File: config.mk
export PLATFORM = sky130hd
export DESIGN_NAME = an_corr_scheduler
export DESIGN_NICKNAME = d
export VERILOG_FILES = /design/src/rtl/an_corr_scheduler.sv
export SDC_FILE = /design/constraint.sdc
export NUM_CORES = 1
export LEC_CHECK = 0
export BUFFER_PORTS_ARGS = -buffer_cell sky130_fd_sc_hd__buf_2
export CORE_MARGIN = 3
export CORE_UTILIZATION = 45
export DETAILED_ROUTE_END_ITERATION = 10
export GPL_ROUTABILITY_DRIVEN = 0
export GPL_TIMING_DRIVEN = 0
export PLACE_DENSITY = 0.72
export SLEW_MARGIN = 20
export SYNTH_ARGS = -nofsm -noshare
export SYNTH_HDL_FRONTEND = slang
export SYNTH_SLANG_ARGS = --single-unit
File: constraint.sdc
create_clock -name clk -period 3.1 [get_ports clk]
set_input_delay 0.62 -clock clk [delete_from_list [all_inputs] [get_ports clk]]
set_output_delay 0.62 -clock clk [all_outputs]
set_load 0.02 [all_outputs]
File: src/rtl/an_corr_scheduler.sv
// an_corr_scheduler: shares one AN decoder across the tile lanes, correcting erroneous lanes lowest index first.
// Optional build macro AN_CORR_STATS_EN adds saturating block / correction / uncorrectable counters.
module an_corr_scheduler #(
    parameter int unsigned LANES   = 25,
    parameter int unsigned SEL_W   = 5,
    parameter int unsigned MSG_W   = 13,
    parameter int unsigned DEC_LAT = 1,
    parameter int unsigned MAX_ERR = 25
) (
    input  logic             clk,
    input  logic             rst_n,
    input  logic             i_blk_valid,
    output logic             o_blk_ready,
    input  logic [LANES-1:0] i_err_vec,
    output logic [SEL_W-1:0] o_dec_sel,
    output logic             o_dec_req,
    input  logic [MSG_W-1:0] i_dec_msg,
    output logic             o_corr_we,
    output logic [SEL_W-1:0] o_corr_idx,
    output logic [MSG_W-1:0] o_corr_data,
    output logic             o_done_valid,
    input  logic             i_done_ready,
    output logic             o_done_uncorr,
    output logic [SEL_W:0]   o_err_cnt,
`ifdef AN_CORR_STATS_EN
    input  logic             i_stat_clr,
    output logic [15:0]      o_stat_blocks,
    output logic [15:0]      o_stat_corr,
    output logic [15:0]      o_stat_uncorr,
`endif
    output logic             o_busy
);
    localparam int unsigned CNT_W = 3;

    typedef enum logic [2:0] {S_IDLE, S_SEL, S_WAIT, S_WRITE, S_DONE} state_t;

    state_t           r_state;
    state_t           w_state_nxt;
    logic [LANES-1:0] r_pending;
    logic [LANES-1:0] w_pending_nxt;
    logic [CNT_W-1:0] r_wait_cnt;
    logic [CNT_W-1:0] w_wait_cnt_nxt;
    logic [SEL_W:0]   w_vec_cnt;
    logic             w_accept;
    logic             w_too_many;
    logic             w_done_hs;

    logic             r_blk_ready,   w_blk_ready_nxt;
    logic [SEL_W-1:0] r_dec_sel,     w_dec_sel_nxt;
    logic             r_dec_req,     w_dec_req_nxt;
    logic             r_corr_we,     w_corr_we_nxt;
    logic [SEL_W-1:0] r_corr_idx,    w_corr_idx_nxt;
    logic [MSG_W-1:0] r_corr_data,   w_corr_data_nxt;
    logic             r_done_valid,  w_done_valid_nxt;
    logic             r_done_uncorr, w_done_uncorr_nxt;
    logic [SEL_W:0]   r_err_cnt,     w_err_cnt_nxt;
    logic             r_busy,        w_busy_nxt;

    // Error count of the offered vector
    always_comb begin
        w_vec_cnt = '0;
        for (int i = 0; i < int'(LANES); i++) begin
            w_vec_cnt = w_vec_cnt + (SEL_W+1)'(i_err_vec[i]);
        end
    end

    assign w_too_many = (w_vec_cnt > (SEL_W+1)'(MAX_ERR));
    assign w_accept   = (r_state == S_IDLE) && i_blk_valid && r_blk_ready;
    assign w_done_hs  = (r_state == S_DONE) && i_done_ready;

    always_ff @(posedge clk or negedge rst_n) begin
        if (!rst_n) r_state <= S_IDLE;
        else        r_state <= w_state_nxt;
    end

    always_comb begin
        w_state_nxt = r_state;
        case (r_state)
            S_IDLE: begin
                if (w_accept) begin
                    if ((w_vec_cnt == '0) || w_too_many) w_state_nxt = S_DONE;
                    else                                 w_state_nxt = S_SEL;
                end
            end
            S_SEL:   w_state_nxt = (DEC_LAT > 0) ? S_WAIT : S_WRITE;
            S_WAIT:  if (r_wait_cnt <= CNT_W'(1)) w_state_nxt = S_WRITE;
            // the served bit is already cleared on entry to WRITE
            S_WRITE: w_state_nxt = (r_pending != '0) ? S_SEL : S_DONE;
            S_DONE:  if (i_done_ready) w_state_nxt = S_IDLE;
            default: w_state_nxt = S_IDLE;
        endcase
    end

    // Next values of the registered datapath and outputs, keyed on the upcoming state
    always_comb begin
        w_pending_nxt     = r_pending;
        w_wait_cnt_nxt    = r_wait_cnt;
        w_err_cnt_nxt     = r_err_cnt;
        w_done_uncorr_nxt = r_done_uncorr;
        w_dec_sel_nxt     = r_dec_sel;
        w_corr_idx_nxt    = r_corr_idx;
        w_corr_data_nxt   = r_corr_data;
        w_corr_we_nxt     = 1'b0;
        w_dec_req_nxt     = (w_state_nxt == S_SEL) || (w_state_nxt == S_WAIT) ||
                            (w_state_nxt == S_WRITE);
        w_done_valid_nxt  = (w_state_nxt == S_DONE);
        w_busy_nxt        = (w_state_nxt != S_IDLE);
        w_blk_ready_nxt   = (w_state_nxt == S_IDLE);

        if (w_accept) begin
            w_pending_nxt     = w_too_many ? '0 : i_err_vec;
            w_err_cnt_nxt     = w_vec_cnt;
            w_done_uncorr_nxt = w_too_many;
        end
        if (w_done_hs) w_done_uncorr_nxt = 1'b0;

        if (r_state == S_SEL)       w_wait_cnt_nxt = CNT_W'(DEC_LAT);
        else if (r_state == S_WAIT) w_wait_cnt_nxt = r_wait_cnt - CNT_W'(1);

        if ((w_state_nxt == S_WRITE) && (r_state != S_WRITE)) begin
            w_pending_nxt   = r_pending & ~(LANES'(1) << r_dec_sel);
            w_corr_we_nxt   = 1'b1;
            w_corr_idx_nxt  = r_dec_sel;
            w_corr_data_nxt = i_dec_msg;
        end

        if (w_state_nxt == S_SEL) begin
            for (int i = int'(LANES) - 1; i >= 0; i--) begin
                if (w_pending_nxt[i]) w_dec_sel_nxt = SEL_W'(i);
            end
        end
    end

    always_ff @(posedge clk or negedge rst_n) begin
        if (!rst_n) begin
            r_pending     <= '0;
            r_wait_cnt    <= '0;
            r_err_cnt     <= '0;
            r_done_uncorr <= 1'b0;
            r_dec_sel     <= '0;
            r_dec_req     <= 1'b0;
            r_corr_we     <= 1'b0;
            r_corr_idx    <= '0;
            r_corr_data   <= '0;
            r_done_valid  <= 1'b0;
            r_busy        <= 1'b0;
            r_blk_ready   <= 1'b0;
        end else begin
            r_pending     <= w_pending_nxt;
            r_wait_cnt    <= w_wait_cnt_nxt;
            r_err_cnt     <= w_err_cnt_nxt;
            r_done_uncorr <= w_done_uncorr_nxt;
            r_dec_sel     <= w_dec_sel_nxt;
            r_dec_req     <= w_dec_req_nxt;
            r_corr_we     <= w_corr_we_nxt;
            r_corr_idx    <= w_corr_idx_nxt;
            r_corr_data   <= w_corr_data_nxt;
            r_done_valid  <= w_done_valid_nxt;
            r_busy        <= w_busy_nxt;
            r_blk_ready   <= w_blk_ready_nxt;
        end
    end

    assign o_blk_ready   = r_blk_ready;
    assign o_dec_sel     = r_dec_sel;
    assign o_dec_req     = r_dec_req;
    assign o_corr_we     = r_corr_we;
    assign o_corr_idx    = r_corr_idx;
    assign o_corr_data   = r_corr_data;
    assign o_done_valid  = r_done_valid;
    assign o_done_uncorr = r_done_uncorr;
    assign o_err_cnt     = r_err_cnt;
    assign o_busy        = r_busy;

`ifdef AN_CORR_STATS_EN
    localparam int unsigned STAT_W = 16;

    logic [STAT_W-1:0] r_stat_blocks;
    logic [STAT_W-1:0] r_stat_corr;
    logic [STAT_W-1:0] r_stat_uncorr;

    // Saturating event counters; clear wins over increment
    always_ff @(posedge clk or negedge rst_n) begin
        if (!rst_n) begin
            r_stat_blocks <= '0;
            r_stat_corr   <= '0;
            r_stat_uncorr <= '0;
        end else if (i_stat_clr) begin
            r_stat_blocks <= '0;
            r_stat_corr   <= '0;
            r_stat_uncorr <= '0;
        end else begin
            if (w_done_hs && (r_stat_blocks != '1))
                r_stat_blocks <= r_stat_blocks + STAT_W'(1);
            if (r_corr_we && (r_stat_corr != '1))
                r_stat_corr <= r_stat_corr + STAT_W'(1);
            if (w_done_hs && r_done_uncorr && (r_stat_uncorr != '1))
                r_stat_uncorr <= r_stat_uncorr + STAT_W'(1);
        end
    end

    assign o_stat_blocks = r_stat_blocks;
    assign o_stat_corr   = r_stat_corr;
    assign o_stat_uncorr = r_stat_uncorr;
`endif

endmodule
==> results of run 1 <==
==> sequential cells by signal, summed over array words and instances (netlist names) <==
name           cells
o_blk_ready        1
o_busy             1
o_corr_data       13
o_corr_idx         5
o_corr_we          1
o_dec_req          1
o_dec_sel          5
o_done_uncorr      1
o_done_valid       1
o_err_cnt          5
r_pending         25
r_state            3
r_wait_cnt         3
==> final cells by class <==
cell class / count / area [sq um]
clock buffers: 11 / 131
clock inverters: 5 / 104
flip-flops and latches: 65 / 1630
plain buffers: 19 / 140
well taps: 105 / 131
repair buffers: 121 / 880
multi-input cells: 311 / 2500
fillers: 632 / 2740
inverters: 44 / 165
==> worst min-delay path by stage <==
stage / startpoint / cells after the start / to
floorplan: rst_n / 0 / o_blk_ready
global placement: o_err_cnt[2] / 2 / o_err_cnt[2]
detailed placement: o_err_cnt[1] / 2 / o_err_cnt[1]
CTS: rst_n / 1 / o_err_cnt[3]
global route: rst_n / 1 / o_err_cnt[3]
finish: rst_n / 1 / o_err_cnt[3]
==> cells in the final DEF (no fill, tap or decap), types with 6 or more instances in the layout <==
master / n
a21oi_1: 9
o21ai_0: 10
nor2_1: 25
clkbuf_1: 9
nor3_1: 8
o211ai_1: 17
nand2_2: 14
dfrtp_1: 65
buf_4: 28
buf_6: 23
clkbuf_8: 9
a21oi_2: 7
fa_1: 16
nand2_1: 77
buf_2: 72
ha_1: 6
nor4_1: 9
inv_1: 41
==> where the power goes <==
group	leakage, nW	switching [W]	internal [W]
clock network	0.118	0.000370	0.000535
logic	1.78	0.00314	0.00272
registers	0.821	0.000258	0.00122
==> worst max-delay path, delay by kind of cell <==
family	cells	cell delay, ns
xor+xnor	1	0.17
mux	1	0.31
compound gates	2	0.64
buf+inv	6	0.66
fa+ha+maj	7	3.30
simple gates	4	0.78
==> layer usage <==
layer,GRT usage (%),up-vias,part of all wire [%]
met3,4.03,88,8.5
met5,0,-,0
li1,-,1778,-
met1,33.6,1975,38
met4,11.9,0,5.0
met2,40.4,270,49
==> cell families (layout without fill, tap and decap cells) <==
family,count (synthesis),in the layout
flip-flops,65,65
adder cells (fa/ha/maj),25,25
AND/OR/NAND/NOR,177,177
XOR/XNOR,2,2
buffers and inverters,63,200
AO/OA/AOI/OAI,102,102
multiplexers,4,4
other,1,1
==> metrics by stage <==
stage | TNS [ns] | worst slack, ns | std cells | cell area, sq um
finish | -90.02 | -3.16 | 681 | 5680
global route | -95.06 | -3.28 | 681 | 5680
CTS | -85.24 | -3.08 | 656 | 5210
detailed placement | -103.73 | -3.70 | 620 | 4600
global placement | -102.94 | -3.66 | 619 | 4580
floorplan | -79.85 | -2.96 | 439 | 4080
==> what timing repair did <==
item,4_1_cts,5_1_grt
buffers inserted,19,29
resized for setup,45,65
endpoints found under the setup margin,42,42
gates cloned,1,0
pin swaps,18,26
==> metrics.txt, run 1 <==
compound-cell area share of the yosys netlist=18.2%; Synth Register Bits=65; YS warnings=0; pwr/cell area=1450 nW/um^2; initial drt markers=469; Die Y=100 um; initial antenna violation count=0; Worst EP required=3.34 ns; CTS tree=built; library cells used by synthesis=64; Cells after Synth=439; hpwl dp=8740 um; mux share of post-synthesis cell area=1.19%; ys async rst share=100%; layout cells sized above 1=38.9%; reg2reg setup slack=-0.68 ns; Clk pin slew, worst setup/hold paths=0.09 ns; Die ar.=10000 sq um; CTS max path bufs=2; count of final hold-check violations=0; RSZ-0062 raised after global routing=yes; Post-Syn Area=3980 sq um; final slew viol count=0; Post-synth EDFFs=0; Worst VDD drop=0.841 mV; clock skew=0.0124 ns; worst min path class=input pin to async pin; Root Buffer=clkbuf_8; Worst slew margin=7.00%; CTS Buf Count=9; crit path launch=i_err_vec[5]; Syn Nets=506; Layout Utilization=67.5%; max cap viols=0; CP cell instances=buf_8, fa_1, inv_2, fa_1, fa_1, fa_1, fa_1, inv_1, fa_2, fa_2, xor2_2, nor2_2, nor4_4, buf_6, buf_8, buf_12, o311ai_2, nor2_1, nand3_2, o41a_4, mux2_4; worst hold slack=0.159 ns; CP max stage delay=0.56 ns; Initial Utilization=47.3%; drt drc=0; I/O pin cnt=77; first-pass GRT wire length=19600 um; Pleak=2.71 nW; adder-cell share of the synthesized area=11.2%; Crit Reg-Reg Startpoint=r_wait_cnt[2]; worst setup margin=-3.16 ns; IO Port Bufs=75; cell with the most instances on the worst path=fa_1; failing checks=setup timing; most area-consuming cells after synthesis=dfrtp_1 41%, fa_1 9.0%, nand2_1 8.7%; R2R depth=8; Max Freq=160 MHz; total power=0.00824 W; Antenna Cells=0; largest family of logic cells by synthesized area=simple AND/OR/NAND/NOR gates; post-DR wirelength/cell=19.8 um; Synth top area share=40.8%; CP Class=input pin to register; DRT antenna net count=0; drt first pass iters=6; worst-skew pair later-pin latency=0.37 ns; ys flop type=dfrtp_1; GRT Total Usage=25.2%; critical path endpoint category=register; outcome=finished with violations; R2R Path End=o_dec_sel[2]; Worst EP arrival=6.51 ns; xor/xnor share of the synthesized area=0.440%; Critical Path Slowest Stage Cell=fa_1; Hold Buf Count CTS=0; Tcrit/Tclk final=202%; most frequent cell after synthesis=nand2_1; Mapped Avg Cell Area=9.07 sq um; H-tree depth=3; largest net degree at the start of global routing=42; Tmin final=6.26 ns; Total Wirelength=13500 um; register area share after synthesis=40.8%; crit path max fanout=8; clock tree sinks=65; Worst-Margin Slew=1.38 ns; Floorplan Core Area=8420 sq um; crit path launch type=input pin; die width=100 um; number of global-route vias before repair=3919; endpoints failing setup=42; final layout net count=638; gr ovfl total=0; Rows=33; post-synthesis simple-gate area fraction=21.3%; Worst Setup EP=o_dec_sel[2]; synth cell count leaders=92 x nand2_1, 65 x dfrtp_1, 44 x inv_1, 28 x nor2_1, 19 x a21oi_1; top cell type by total area after synthesis=dfrtp_1; vias=4111; post-DR vias/cell=6.04; Syn-to-layout area delta=42.7%
No activity file was read; power rests on OpenSTA's default activity.
==> run 2: changes to the inputs <==
Settings changed: SKIP_LAST_GASP set to 1.
==> run 2 against run 1 <==
  * The flow still finishes with violations (setup timing)
  * Sequential share of layout area rose by 0.68 points
  * Wire length fell by 4.3%
  * Global-route usage barely moved
  * Utilization fell by 1.6 points
  * Clock power fell by 2%
  * Die area stayed put
  * Maximum frequency increased by 0.21%
  * Combinational power is 5.8% lower
  * Largest power group unchanged
  * Register-to-register slack better by 0.27 ns
  * Design area fell by 2.3%
  * Non-clock buffer count down 3
  * Setup slack improved by 0.013 ns
==> metrics.txt, run 2 (synthesis results as in run 1) <==
outcome=finished with violations (unchanged); failing checks=setup timing (unchanged); CP Class=input pin to register (unchanged); DRT antenna net count=0 (unchanged); critical path endpoint category=register (unchanged); Worst slew margin=23.7% (was 7.00%); CTS max path bufs=2 (unchanged); initial antenna violation count=0 (unchanged); vias=4035 (was 4111); met2 Use GR=40.3% (was 40.4%); total power=0.00787 W (was 0.00824 W); met3 usage=4.03% (unchanged); Reg with most FFs=r_pending (unchanged); gr ovfl total=0 (unchanged); crit path launch=i_err_vec[5] (unchanged); Pleak=2.66 nW (was 2.71 nW); largest net degree at the start of global routing=42 (unchanged); RSZ-0062 raised after global routing=yes (unchanged); worst min path class=input pin to async pin (unchanged); post-DR vias/cell=5.95 (was 6.04); number of global-route vias before repair=3925 (was 3919); Max Freq=160 MHz (about the same); post-DR wirelength/cell=19.0 um (was 19.8 um); filler instances=660 (was 632); crit path launch type=input pin (unchanged); buffers and inverters on the worst path=5 (was 6); layout cells sized above 1=37.2% (was 38.9%); Syn-to-layout area delta=39.4% (was 42.7%); endpoints failing setup=42 (unchanged); Worst VDD drop=0.832 mV (was 0.841 mV); met1 Resource Use GR=33.6% (about the same); final slew viol count=0 (unchanged); max cap viols=0 (unchanged); count of final hold-check violations=0 (unchanged); pwr/cell area=1420 nW/um^2 (was 1450 nW/um^2); most common cell after layout, fill and taps aside=nand2_1 (unchanged); worst-skew pair later-pin latency=0.36 ns (was 0.37 ns); Rows=33 (unchanged); IO Port Bufs=75 (unchanged); hpwl dp=8740 um (unchanged); drt drc=0 (unchanged); layer with the highest usage=met2 (unchanged); Antenna Cells=0 (unchanged); Tcrit/Tclk final=202% (about the same); max reg flops=25 (unchanged); die width=100 um (unchanged); Floorplan Core Area=8420 sq um (unchanged); Worst EP arrival=6.49 ns (was 6.51 ns); worst hold slack=0.167 ns (was 0.159 ns); drt first pass iters=5 (was 6); CTS tree=built (unchanged); Die ar.=10000 sq um (unchanged); Worst-Margin Slew=1.13 ns (was 1.38 ns); cell with the most instances on the worst path=fa_1 (unchanged); Die Y=100 um (unchanged); clock skew=0.0106 ns (was 0.0124 ns); I/O pin cnt=77 (unchanged); Worst EP required=3.34 ns (about the same); Initial Utilization=47.3% (unchanged); Critical Path Slowest Stage Cell=fa_1 (unchanged); commonest cells after routing, fill and taps aside=82 x nand2_1, 72 x buf_2, 65 x dfrtp_1 (was 77 x nand2_1, 72 x buf_2, 65 x dfrtp_1); Crit Reg-Reg Startpoint=r_wait_cnt[1] (was r_wait_cnt[2]); CTS Buf Count=9 (unchanged); worst setup margin=-3.15 ns (was -3.16 ns); CP max stage delay=0.57 ns (was 0.56 ns); CP cell instances=buf_8, fa_1, inv_2, fa_1, fa_1, fa_1, fa_1, inv_1, fa_2, fa_2, xor2_2, nor2_2, nor4_4, buf_6, buf_6, nor2_4, a21o_1, or4_4, o41a_4, mux2_4 (was buf_8, fa_1, inv_2, fa_1, fa_1, fa_1, fa_1, inv_1, fa_2, fa_2, xor2_2, nor2_2, nor4_4, buf_6, buf_8, buf_12, o311ai_2, nor2_1, nand3_2, o41a_4, mux2_4); final layout net count=635 (was 638); Root Buffer=clkbuf_8 (unchanged); crit path max fanout=5 (was 8); Clk pin slew, worst setup/hold paths=0.08 ns (was 0.09 ns); Crit path max-delay family=adder cells (unchanged); clock tree sinks=65 (unchanged); first-pass GRT wire length=19600 um (about the same); Total Wirelength=12900 um (was 13500 um); Tmin final=6.25 ns (was 6.26 ns); H-tree depth=3 (unchanged); GRT Total Usage=25.2% (about the same); initial drt markers=511 (was 469)
[run 2: worst paths after layout]
kind / end / slack (ns) / depth (start not counted)
worst max-delay path: o_dec_sel[2] / -3.15 / 20
max in group asynchronous: o_corr_idx[0] / 2.40 / 2
min in group clk: o_corr_data[8] / 0.45 / 3
worst min register to register: o_err_cnt[1] / 0.47 / 2
worst min-delay path: o_err_cnt[3] / 0.17 / 1
worst max register to register: o_dec_sel[2] / -0.41 / 10
[run 2: what timing repair did]
action,CTS,global route
gates cloned,1,0
hold endpoints to repair,0,0
gates resized for setup,42,49
hold buffers,0,0
setup buffers,19,26
setup endpoints to repair,42,42
pin swaps,18,22
[run 2: through the flow]
stage	area [sq um]	TNS, ns	cells	utilization, %	setup WS, ns
after floorplan	4080	-79.85	439	-	-2.96
after global placement	4580	-102.94	619	54.4	-3.66
after detailed placement	4600	-103.73	620	54.7	-3.70
after CTS	5190	-85.28	656	61.7	-3.08
after global routing	5550	-94.18	678	65.9	-3.25
final	5550	-89.78	678	65.9	-3.15
[run 2: power by group]
part / leakage (nW) / internal (W) / switching [W]
Combinational: 1.73 / 0.00250 / 0.00301
Clock: 0.118 / 0.000535 / 0.000351
Sequential: 0.821 / 0.00122 / 0.000251
Total: 2.66 / 0.00426 / 0.00361
[run 2: routing by layer]
| metal | up-vias | part of all wire, % | routed length [um] |
|---|---|---|---|
| met2 | 250 | 49 | 6280 |
| li1 | 1778 | - | - |
| met3 | 63 | 8.1 | 1040 |
| met4 | 0 | 4.6 | 597 |
| met5 | - | 0 | 0 |
| met1 | 1944 | 39 | 4980 |
[run 2: layout make-up]
| type | count | area, sq um | area share (%) |
|---|---|---|---|
| multi-input combinational | 311 | 2450 | 44.2 |
| sequential | 65 | 1630 | 29.3 |
| timing repair buffer | 118 | 806 | 14.5 |
| inverter | 44 | 165 | 2.97 |
| buffer | 19 | 133 | 2.39 |
| clock buffer | 11 | 131 | 2.37 |
| tap | 105 | 131 | 2.37 |
| clock inverter | 5 | 104 | 1.87 |
==> run 3: changes to the inputs <==
Settings changed: CAP_MARGIN set to 30, RECOVER_POWER set to 100, SETUP_SLACK_MARGIN set to 0.3.
==> run 3 against run 2 <==
  * The flow still finishes with violations (setup timing)
  * Wire length up 2.1%
  * Utilization fell by 0.62 points
  * Combinational power is 3% higher
  * Via count grew 1.1%
  * Largest power group unchanged
  * Clock power hardly changed
  * Largest cell class unchanged
  * Sequential share of layout area increased by 0.28 points
  * Critical endpoint unchanged
==> metrics.txt, run 3 (synthesis results as in run 1) <==
outcome=finished with violations (unchanged); failing checks=setup timing (unchanged); worst-skew pair later-pin latency=0.36 ns (about the same); Initial Utilization=47.3% (unchanged); Total Wirelength=13200 um (was 12900 um); pwr/cell area=1470 nW/um^2 (was 1420 nW/um^2); drt first pass iters=6 (was 5); max cap viols=0 (unchanged); Crit Reg-Reg Startpoint=o_dec_sel[2] (was r_wait_cnt[1]); Clk pin slew, worst setup/hold paths=0.07 ns (was 0.08 ns); hold path start=i_dec_msg[8]; critical path endpoint category=register (unchanged); Die ar.=10000 sq um (unchanged); Worst slew margin=4.03% (was 23.7%); Max Freq=159 MHz (was 160 MHz); R2R depth=8 (was 10); Antenna Cells=0 (unchanged); first-pass GRT wire length=19600 um (unchanged); H-tree depth=3 (unchanged); worst setup margin=-3.20 ns (was -3.15 ns); WHS Path Cells=3; initial antenna violation count=0 (unchanged); clock tree sinks=65 (unchanged); Rows=33 (unchanged); Floorplan Core Area=8420 sq um (unchanged); largest net degree at the start of global routing=42 (unchanged); I/O pin cnt=77 (unchanged); internal power=0.00434 W (was 0.00426 W); Layout Utilization=65.3% (was 65.9%); count of final hold-check violations=0 (unchanged); crit path launch type=input pin (unchanged); post-DR vias/cell=6.03 (was 5.95); crit path max fanout=5 (unchanged); CP Class=input pin to register (unchanged); commonest cells after routing, fill and taps aside=85 x nand2_1, 65 x dfrtp_1, 45 x clkbuf_1 (was 82 x nand2_1, 72 x buf_2, 65 x dfrtp_1); final slew viol count=0 (unchanged); post-DR wirelength/cell=19.4 um (was 19.0 um); drt drc=0 (unchanged); Root Buffer=clkbuf_8 (unchanged); R2R Path End=o_dec_sel[2] (unchanged); number of global-route vias before repair=3925 (unchanged); hpwl dp=8740 um (unchanged); vias=4079 (was 4035); Tmin final=6.30 ns (was 6.25 ns); IO Port Bufs=75 (unchanged); filler instances=674 (was 660); layout cells sized above 1=30.4% (was 37.2%); clock skew=0.0136 ns (was 0.0106 ns); DRT antenna net count=0 (unchanged); sequential power share=18.4% (was 18.7%); Worst EP arrival=6.54 ns (was 6.49 ns); CTS tree=built (unchanged); gr ovfl total=0 (unchanged); CTS Buf Count=9 (unchanged); Worst EP required=3.34 ns (about the same); final layout net count=634 (was 635); Net Sw Frac=46.2% (was 45.9%); total power=0.00807 W (was 0.00787 W); Setup Total Neg Slack=-89.23 ns (was -89.78 ns); Worst Hold End=o_corr_data[8]; Worst-Margin Slew=1.44 ns (was 1.13 ns); RSZ-0062 raised after global routing=yes (unchanged); reg2reg setup slack=-0.42 ns (was -0.41 ns); Pleak=2.54 nW (was 2.66 nW); GRT Total Usage=25.2% (unchanged); Reg with most FFs=r_pending (unchanged); Net Sw Power=0.00372 W (was 0.00361 W); Worst VDD drop=0.844 mV (was 0.832 mV); max reg flops=25 (unchanged); most common cell after layout, fill and taps aside=nand2_1 (unchanged); worst min path class=input pin to register (was input pin to async pin); initial drt markers=600 (was 511); endpoints failing setup=42 (unchanged); Syn-to-layout area delta=38.0% (was 39.4%); CTS max path bufs=2 (unchanged); die width=100 um (unchanged); Tcrit/Tclk final=203% (was 202%); Die Y=100 um (unchanged); clock power share=11.0% (was 11.3%); Logic pwr share=70.6% (was 70.0%)
==> run 3: worst max-delay path by stage <==
stage / start / to / slack (ns) / cells after the start
after floorplan: i_err_vec[17] / o_dec_sel[2] / -2.96 / 19
after global placement: i_err_vec[0] / o_dec_sel[2] / -3.66 / 20
after detailed placement: i_err_vec[5] / o_dec_sel[2] / -3.70 / 19
after CTS: i_err_vec[5] / o_dec_sel[2] / -3.08 / 20
after global routing: i_err_vec[5] / o_dec_sel[2] / -3.28 / 23
final: i_err_vec[5] / o_dec_sel[2] / -3.20 / 23
==> run 3: metal layers <==
metal	part of all wire (%)	global-route usage, %
met1	39	33.6
met5	0	0
met3	8.2	4.03
met2	49	40.3
met4	4.3	11.9
==> run 3: repair_timing <==
action / CTS / global route
setup endpoints to repair: 42 / 42
pin swaps: 18 / 19
hold endpoints to repair: 0 / 0
buffers inserted: 19 / 21
cloned: 1 / 0
hold buffers: 0 / 0
gates resized for setup: 42 / 44
==> run 3: critical path, cell delays in order <==
cell and delay [ns]:
buf_8 0.10, fa_1 0.55, inv_2 0.04, fa_1 0.56
fa_1 0.46, fa_1 0.49, fa_1 0.50, inv_1 0.05
fa_2 0.37, fa_2 0.38, xor2_2 0.18, nor2_2 0.08
nor4_4 0.29, buf_6 0.18, buf_6 0.12, buf_16 0.10
buf_12 0.11, buf_4 0.12, o31ai_4 0.08, nor2_2 0.19
nand3_2 0.13, o41a_4 0.52, mux2_4 0.31
==> run 3: per-stage QoR <==
step | hold WS, ns | setup WS (ns) | cells | cell area (sq um)
6_report | 0.451 | -3.20 | 677 | 5500
3_3_place_gp | 0.452 | -3.66 | 619 | 4580
4_1_cts | 0.179 | -3.08 | 656 | 5190
3_5_place_dp | 0.456 | -3.70 | 620 | 4600
2_1_floorplan | 0.324 | -2.96 | 439 | 4080
5_1_grt | 0.468 | -3.28 | 677 | 5500
==> run 3: area by class of cell <==
cell class | instances | area (sq um) | area share (%)
Inverter | 44 | 165 | 3.00
Buffer | 19 | 131 | 2.39
Multi-Input combinational cell | 311 | 2470 | 44.9
Sequential cell | 65 | 1630 | 29.6
Timing Repair Buffer | 117 | 742 | 13.5
Clock buffer | 11 | 131 | 2.39
Tap cell | 105 | 131 | 2.39
Clock inverter | 5 | 104 | 1.89
==> run 3: power by group through the flow <==
stage,logic (W),clock network [W],registers [W]
after floorplan,0.00262,0,0.00167
after global placement,0.00370,0,0.00146
after detailed placement,0.00378,0,0.00147
after CTS,0.00461,0.000885,0.00146
after global routing,0.00604,0.000935,0.00153
final,0.00569,0.000890,0.00148
